===== config.mk =====
export PLATFORM = sky130hd
export DESIGN_NAME = fuzz_misr
export DESIGN_NICKNAME = d
export VERILOG_FILES = /design/src/rtl/fuzz_chk_pkg.sv /design/src/rtl/fuzz_misr.sv
export SDC_FILE = /design/constraint.sdc
export NUM_CORES = 1
export LEC_CHECK = 0
export ABC_AREA = 1
export CAP_MARGIN = 20
export CORE_MARGIN = 1.5
export CORE_UTILIZATION = 37
export CTS_BUF_LIST = sky130_fd_sc_hd__clkbuf_4
export DETAILED_ROUTE_END_ITERATION = 12
export GPL_ROUTABILITY_DRIVEN = 0
export GPL_TIMING_DRIVEN = 0
export PLACE_DENSITY = 0.88
export SLEW_MARGIN = 20
export SYNTH_ARGS = -nofsm -noshare
export SYNTH_HDL_FRONTEND = slang
export SYNTH_SLANG_ARGS = --single-unit

===== constraint.sdc =====
create_clock -name clk -period 1.3 [get_ports clk]
set_input_delay 0.26 -clock clk [delete_from_list [all_inputs] [get_ports clk]]
set_output_delay 0.26 -clock clk [all_outputs]
set_load 0.03 [all_outputs]

===== src/rtl/fuzz_chk_pkg.sv =====
// Shared types and helpers for the fuzz identity checker: FSM encoding,
// default MISR constants and the Y -> signature fold function.
package fuzz_chk_pkg;

    typedef enum logic [1:0] {
        ST_IDLE = 2'd0,
        ST_RUN  = 2'd1,
        ST_DONE = 2'd2
    } state_t;

    localparam int unsigned FOLD_Y_MAX   = 1024;
    localparam int unsigned FOLD_SIG_MAX = 64;

    localparam logic [31:0]             DEF_SIG_POLY = 32'h04C11DB7;
    localparam logic [FOLD_SIG_MAX-1:0] DEF_SIG_SEED = '1;

    // XOR of y split into sig_width chunks (LSB chunk first, last chunk
    // zero-padded); bit i of y lands on bit (i mod sig_width) of the result.
    function automatic logic [FOLD_SIG_MAX-1:0] fold_to_sig(
        input logic [FOLD_Y_MAX-1:0] y,
        input int unsigned           y_width,
        input int unsigned           sig_width
    );
        logic [FOLD_SIG_MAX-1:0] acc;
        logic [5:0]              pos;
        acc = '0;
        for (int unsigned i = 0; i < FOLD_Y_MAX; i++) begin
            if (i < y_width) begin
                pos      = 6'(i % sig_width);
                acc[pos] = acc[pos] ^ y[i];
            end
        end
        return acc;
    endfunction

endpackage


===== src/rtl/fuzz_misr.sv =====
// Multiple-input signature register: shift left, feed back SIG_POLY on the
// outgoing MSB, XOR in the data word.
module fuzz_misr
    import fuzz_chk_pkg::*;
#(
    parameter int unsigned           SIG_WIDTH = 32,
    parameter logic [SIG_WIDTH-1:0]  SIG_POLY  = SIG_WIDTH'(DEF_SIG_POLY)
) (
    input  logic                 clk,
    input  logic                 rst_n,
    input  logic                 load,
    input  logic [SIG_WIDTH-1:0] seed,
    input  logic                 en,
    input  logic [SIG_WIDTH-1:0] data,
    output logic [SIG_WIDTH-1:0] sig
);

    always_ff @(posedge clk) begin
        if (!rst_n) begin
            sig <= seed;
        end else if (load) begin
            sig <= seed;
        end else if (en) begin
            sig <= {sig[SIG_WIDTH-2:0], 1'b0}
                 ^ (sig[SIG_WIDTH-1] ? SIG_POLY : '0)
                 ^ data;
        end
    end

endmodule


==> impl_metrics.tcl, run 1 <==
set metrics [dict create \
    outcome "finished with violations" \
    violations "setup timing" \
    clkSinkCount 32 \
    insertion_delay_ps 340 \
    drt_iter0_drc 77 \
    syn2layout_area_growth_pct 53.20 \
    r2r_end "sig[5]$_DFFE_PP_" \
    die_area_sq_um 5621 \
    r2r_cells 7 \
    dp_hpwl_um 3953 \
    synth-seq-cells 32 \
    worst_slack_ps -13.67 \
    io_pins 100 \
    worst-path-stages 7 \
    path_cells "inv_2 -> buf_12 -> nand2_2 -> nand2_1 -> nand2_1 -> nand3_1 -> nand2_1" \
    period_minus_slack_ps 1314 \
    hold_path.class "primary input to flip-flop" \
    synth_area_sq_um 1917 \
    clock_path_buffers 2 \
    crit_path_max_fanout 10 \
    worstSetupPathType "flip-flop to flip-flop" \
    cts_buffers 5 \
    clock.fmax_mhz 761.2 \
    cp-startpoint "sig[31]$_DFFE_PP_" \
    fin_crit_sh_pct 101.1 \
    wl_met2_um 2822 \
    p_per_area_nw_per_um2 990.6 \
    cap_violations 0 \
    synth_top_area_share_pct 50.13 \
    rows 26 \
    register_area_sq_um 960.9 \
    whs_ps 555.1 \
    die_y_um 74.98 \
    grt.total_usage_pct 20.51 \
    irDropWorstVdd_uv 716.9 \
    grt_max_degree 17 \
    dr.pass1.iters 4 \
    initial_core_util_pct 38.01 \
    drt-met1-wl_um 2296 \
    endpoint "sig[5]$_DFFE_PP_" \
    critPathLaunchType "flip-flop" \
    cts_tree "done" \
    numPlacedInstances 401 \
    fin_nets 409 \
    seq_area_frac_synth_pct 50.13 \
    grt_overflow 0 \
    drt-total-wl_um 5539 \
    largest_reg_flops 32 \
    ant_nets 0 \
    reg_top3 "sig: 32 flops" \
    worstMarginPinSlew_ps 259.5 \
    synth.avg_cell_area_sq_um 8.262 \
    setup_viol 3 \
    core_sq_um 5042 \
    synthesis.nets 300 \
    root_buffer "clkbuf_4" \
    fin_util_pct 58.24 \
    ys.warnings.count 0 \
    rsz0062_at_grt "true" \
    highest_layer "met4" \
    drc_errors 0 \
    io_buffers 99 \
    grt_pass1_vias 1780 \
    synthCells 232 \
    vias 1928 \
    slew_viol_final 0 \
    die_x_um 74.98 \
    finClkSkew_ps 12.31 \
    viasPerCell 4.691 \
    wl_per_cell_um 13.48 \
    rrSetupSlack_ps -10 \
    slew_headroom_pct 82.70 \
    finalHoldViolCount 0 \
    wl_met3_um 343 \
    critical-path-top-delay-family "flip-flops" \
    antenna-diode-count 0 \
    top_register "sig" \
    fillers 460 \
    power_leakage_nw 1.342 \
    r2r_start "sig[31]$_DFFE_PP_" \
    crit_path_end_kind "flip-flop" \
    ys_types 14 \
    multi_input_area_sq_um 822.0 \
    netlist_top_cells_area "edfxtp_1 (50%), nand2_1 (13%), xnor2_1 (8.7%)" \
    stdcell_count 411 \
    cts_max_level 2 \
    slowest_delay_ps 490 \
    clkTransAtPathRegs_ps 110 \
    critPathBufInv 2 \
    drive_gt1_share_pct 19.65 \
    yosys.area.top_type "edfxtp_1" \
    grt_pass1_wl_um 8390 \
    crit_slowest_cell "edfxtp_1" \
    antenna_found_initial 0 \
    crit_path_frequent_cell "nand2_1" \
    cp.arrival_ps 1410 \
    cp.required_ps 1390 \
]
-- final cells by class --
type,instances,share of cell area [%]
sequential,32,32.72
timing repair buffer,101,28.85
multi-input combinational,164,27.99
inverter,29,3.792
tap,70,2.983
buffer,8,2.130
clock buffer,5,1.278
clock inverter,2,0.2556
-- cell usage after synthesis --
cell and number:
or2_2 1, nor2_1 19, inv_1 27, nand2_1 68
a21oi_1 19, inv_2 2, buf_4 1, edfxtp_1 32
nor2_4 1, buf_2 6, nand2_2 10, nand3_1 26
xnor2_1 19, buf_6 1
-- per-layer routing --
metal	vias up	global-route usage, %
li1	961	-
met1	892	24.43
met2	66	36.18
met3	9	5.355
met4	0	6.263
met5	-	0
-- tightest hold or removal path, delay by kind of cell --
family                 cells  cell delay, ps
buffers and inverters      3             370
and+or+nand+nor            3             160
-- report_power, final --
group / switching, mW / leakage [nW] / internal [mW]
logic: 0.565 / 0.985 / 0.452
registers: 0.0819 / 0.331 / 1.27
clock network: 0.351 / 0.0261 / 0.189
-- stage by stage --
step / setup slack [ps] / total power [mW] / TNS (ps) / area [sq um]
after global placement: -418.2 / 2.429 / -21540 / 2998
after floorplan: -67.40 / 1.950 / -681.0 / 1919
after global routing: -82.12 / 3.067 / -796.6 / 2937
after detailed placement: -447.9 / 2.463 / -23560 / 2998
final: -13.67 / 2.909 / -21.65 / 2937
after CTS: -15.39 / 2.929 / -17.48 / 2919
-- worst min-delay path by stage --
stage	startpoint	endpoint	slack, ps	cells past startpoint
floorplan	seed[10]	sig[10]$_DFFE_PP_	450	2
global placement	sig[24]$_DFFE_PP_	sig[25]$_DFFE_PP_	630	2
detailed placement	sig[30]$_DFFE_PP_	sig[31]$_DFFE_PP_	640	2
CTS	rst_n	sig[2]$_DFFE_PP_	540	6
global route	seed[11]	sig[11]$_DFFE_PP_	580	3
finish	rst_n	sig[2]$_DFFE_PP_	560	6
-- kinds of logic after synthesis --
| family | count (synthesis) | share of synthesized area (%) |
|---|---|---|
| buffers and inverters | 37 | 8.225 |
| xor gates and xnor gates | 19 | 8.681 |
| and+or+nand+nor | 125 | 28.00 |
| DFF | 32 | 50.13 |
| AOI/OAI and AO/OA | 19 | 4.961 |
-- cells in the final DEF, fill, tap and decap left out, drive strengths merged, types with 2 or more instances in the layout --
cell,netlist,final
nand2,78,78
inv,29,29
buf,8,40
clkbuf,0,7
xnor2,19,19
a21oi,19,19
or2,1,2
nor2,20,20
edfxtp,32,32
clkinv,0,2
nand3,26,26
clkdlybuf4s50,0,66
-- timing repair --
| item | 4_1_cts | 5_1_grt |
|---|---|---|
| hold buffers | 0 | 0 |
| pin swaps | 2 | 2 |
| resized for setup | 167 | 6 |
| setup endpoints to repair | 75 | 34 |
| gates cloned | 1 | 0 |
| buffers inserted | 2 | 0 |
Power figures use the tool's default switching activity.
==> inputs of run 2 (changes only) <==
- CORE_UTILIZATION: 37 -> 35
- PLACE_DENSITY: 0.88 -> 0.84
==> impl_metrics.tcl, run 2 (synthesis gave the netlist of run 1 again) <==
set metrics [dict create \
    p_int_mw 1.923 \
    reg_top3 "sig: 32 flops" \
    finalHoldViolCount 0 \
    stdcell_count 413 \
    dr.pass1.iters 4 \
    endpoint "sig[19]$_DFFE_PP_" \
    initial_core_util_pct 36.83 \
    vias 1902 \
    cts_buffers 5 \
    ant_nets 0 \
    antenna_found_initial 0 \
    clock_path_buffers 2 \
    grt_pass1_wl_um 9121 \
    dp_hpwl_um 3896 \
    r2r_start "sig[31]$_DFFE_PP_" \
    worstSetupPathType "primary input to flip-flop" \
    drive_gt1_share_pct 20.41 \
    die_y_um 77.01 \
    largest_reg_flops 32 \
    cts_max_level 2 \
    top_register "sig" \
    io_buffers 99 \
    die_x_um 77.01 \
    cp.arrival_ps 1370 \
    period_minus_slack_ps 1297 \
    antenna-diode-count 0 \
    drt_iter0_drc 91 \
    fin_nets 411 \
    power.switching_uw 986.2 \
    slew_headroom_pct 82.53 \
    drt-total-wl_um 5510 \
    grt_overflow 0 \
    rows 26 \
    core_sq_um 5205 \
    rsz0062_at_grt "true" \
    numPlacedInstances 401 \
    r2r_cells 6 \
    clkSinkCount 32 \
    grt_pass1_vias 1982 \
    clock.fmax_mhz 771.2 \
    cp-startpoint "rst_n" \
    fin_crit_sh_pct 99.74 \
    crit_path_end_kind "flip-flop" \
    hold_path.class "primary input to flip-flop" \
    insertion_delay_ps 330 \
    drc_errors 0 \
    io_pins 100 \
    cap_violations 0 \
    p_clk_share_pct 18.2 \
    postCtsHoldBufs 0 \
    p_per_area_nw_per_um2 979.3 \
    worstMarginPinSlew_ps 262.0 \
    wl_per_cell_um 13.34 \
    grt.total_usage_pct 19.76 \
    syn2layout_area_growth_pct 54.96 \
    p_comb_share_pct 35.3 \
    r2r_end "sig[8]$_DFFE_PP_" \
    critPathLaunchType "primary input" \
    final_common_cell "clkdlybuf4s50_1" \
    rrSetupSlack_ps 20 \
    cts_tree "done" \
    irDropWorstVdd_uv 579.2 \
    outcome "complete, no violations" \
    cp.required_ps 1380 \
    die_area_sq_um 5930 \
    clkTransAtPathRegs_ps 100 \
    slew_viol_final 0 \
    viasPerCell 4.605 \
    root_buffer "clkbuf_4" \
    grt_max_degree 17 \
    post-place-ws_ps -432.4 \
    power_leakage_nw 1.358 \
    seq_power_share_pct 46.5 \
    finClkSkew_ps 11.01 \
    final_cell_mix "clkdlybuf4s50_1 (67), nand2_1 (65), buf_2 (36)" \
    crit_path_max_fanout 16 \
    switching_share_pct 33.91 \
    worst_slack_ps 3.343 \
    setup_viol 0 \
]
[run 2: layer usage]
| layer | vias to the layer above | share of wire (%) | GRT usage, % | wire length [um] |
|---|---|---|---|---|
| met2 | 75 | 49 | 34.42 | 2696 |
| met3 | 7 | 7.5 | 4.643 | 416 |
| met4 | 0 | 1.2 | 7.455 | 67 |
| met1 | 853 | 42 | 23.56 | 2330 |
| li1 | 967 | - | - | - |
| met5 | - | 0 | 0 | 0 |
[run 2: power groups by stage]
stage	combinational, mW	clock (mW)	sequential, mW
after floorplan	0.362	0	1.59
after global placement	1.05	0	1.38
after detailed placement	1.08	0	1.38
after CTS	1.01	0.551	1.35
after global routing	1.12	0.593	1.37
final	1.03	0.529	1.35
[run 2: critical path: stages]
cell and delay, ps:
clkdlybuf4s50_1 450, inv_1 50, nor2_4 150, inv_2 110
or2_4 340
[run 2: layout make-up]
type | count | area [sq um]
fill | 515 | 2235
sequential | 32 | 960.9
timing repair buffer | 102 | 857.1
multi-input combinational | 165 | 840.8
inverter | 29 | 108.9
tap | 70 | 87.58
buffer | 8 | 70.07
clock buffer | 5 | 37.54
clock inverter | 2 | 7.507
[run 2: worst min path at each step]
stage	startpoint	endpoint	slack, ps	cells after the start
after global placement	sig[29]$_DFFE_PP_	sig[30]$_DFFE_PP_	630	2
after global routing	seed[12]	sig[12]$_DFFE_PP_	570	3
after floorplan	seed[10]	sig[10]$_DFFE_PP_	450	2
after detailed placement	sig[27]$_DFFE_PP_	sig[28]$_DFFE_PP_	640	2
after CTS	seed[22]	sig[22]$_DFFE_PP_	560	3
final	seed[22]	sig[22]$_DFFE_PP_	570	3
[run 2: stage by stage]
| stage | instance area (sq um) | hold slack, ps | total power [mW] | utilization, % | TNS (ps) |
|---|---|---|---|---|---|
| floorplan | 1919 | 445.9 | 1.950 | - | -681.0 |
| global placement | 2998 | 626.4 | 2.433 | 57.60 | -21930 |
| detailed placement | 2998 | 638.4 | 2.459 | 57.60 | -22700 |
| CTS | 2917 | 557.9 | 2.910 | 56.03 | -50.74 |
| global route | 2970 | 573.1 | 3.086 | 57.07 | -1722 |
| finish | 2970 | 569.8 | 2.909 | 57.07 | 0 |
[run 2: what timing repair did]
item,4_1_cts,5_1_grt
setup endpoints to repair,75,54
gates cloned,1,1
pin swaps,0,2
buffers inserted,2,1
resized for setup,160,17
==> inputs of run 3 (changes only) <==
- CAP_MARGIN: 20 -> 5
==> results of run 3 <==
Final layout, timing and power as in run 2 (identical DEF).
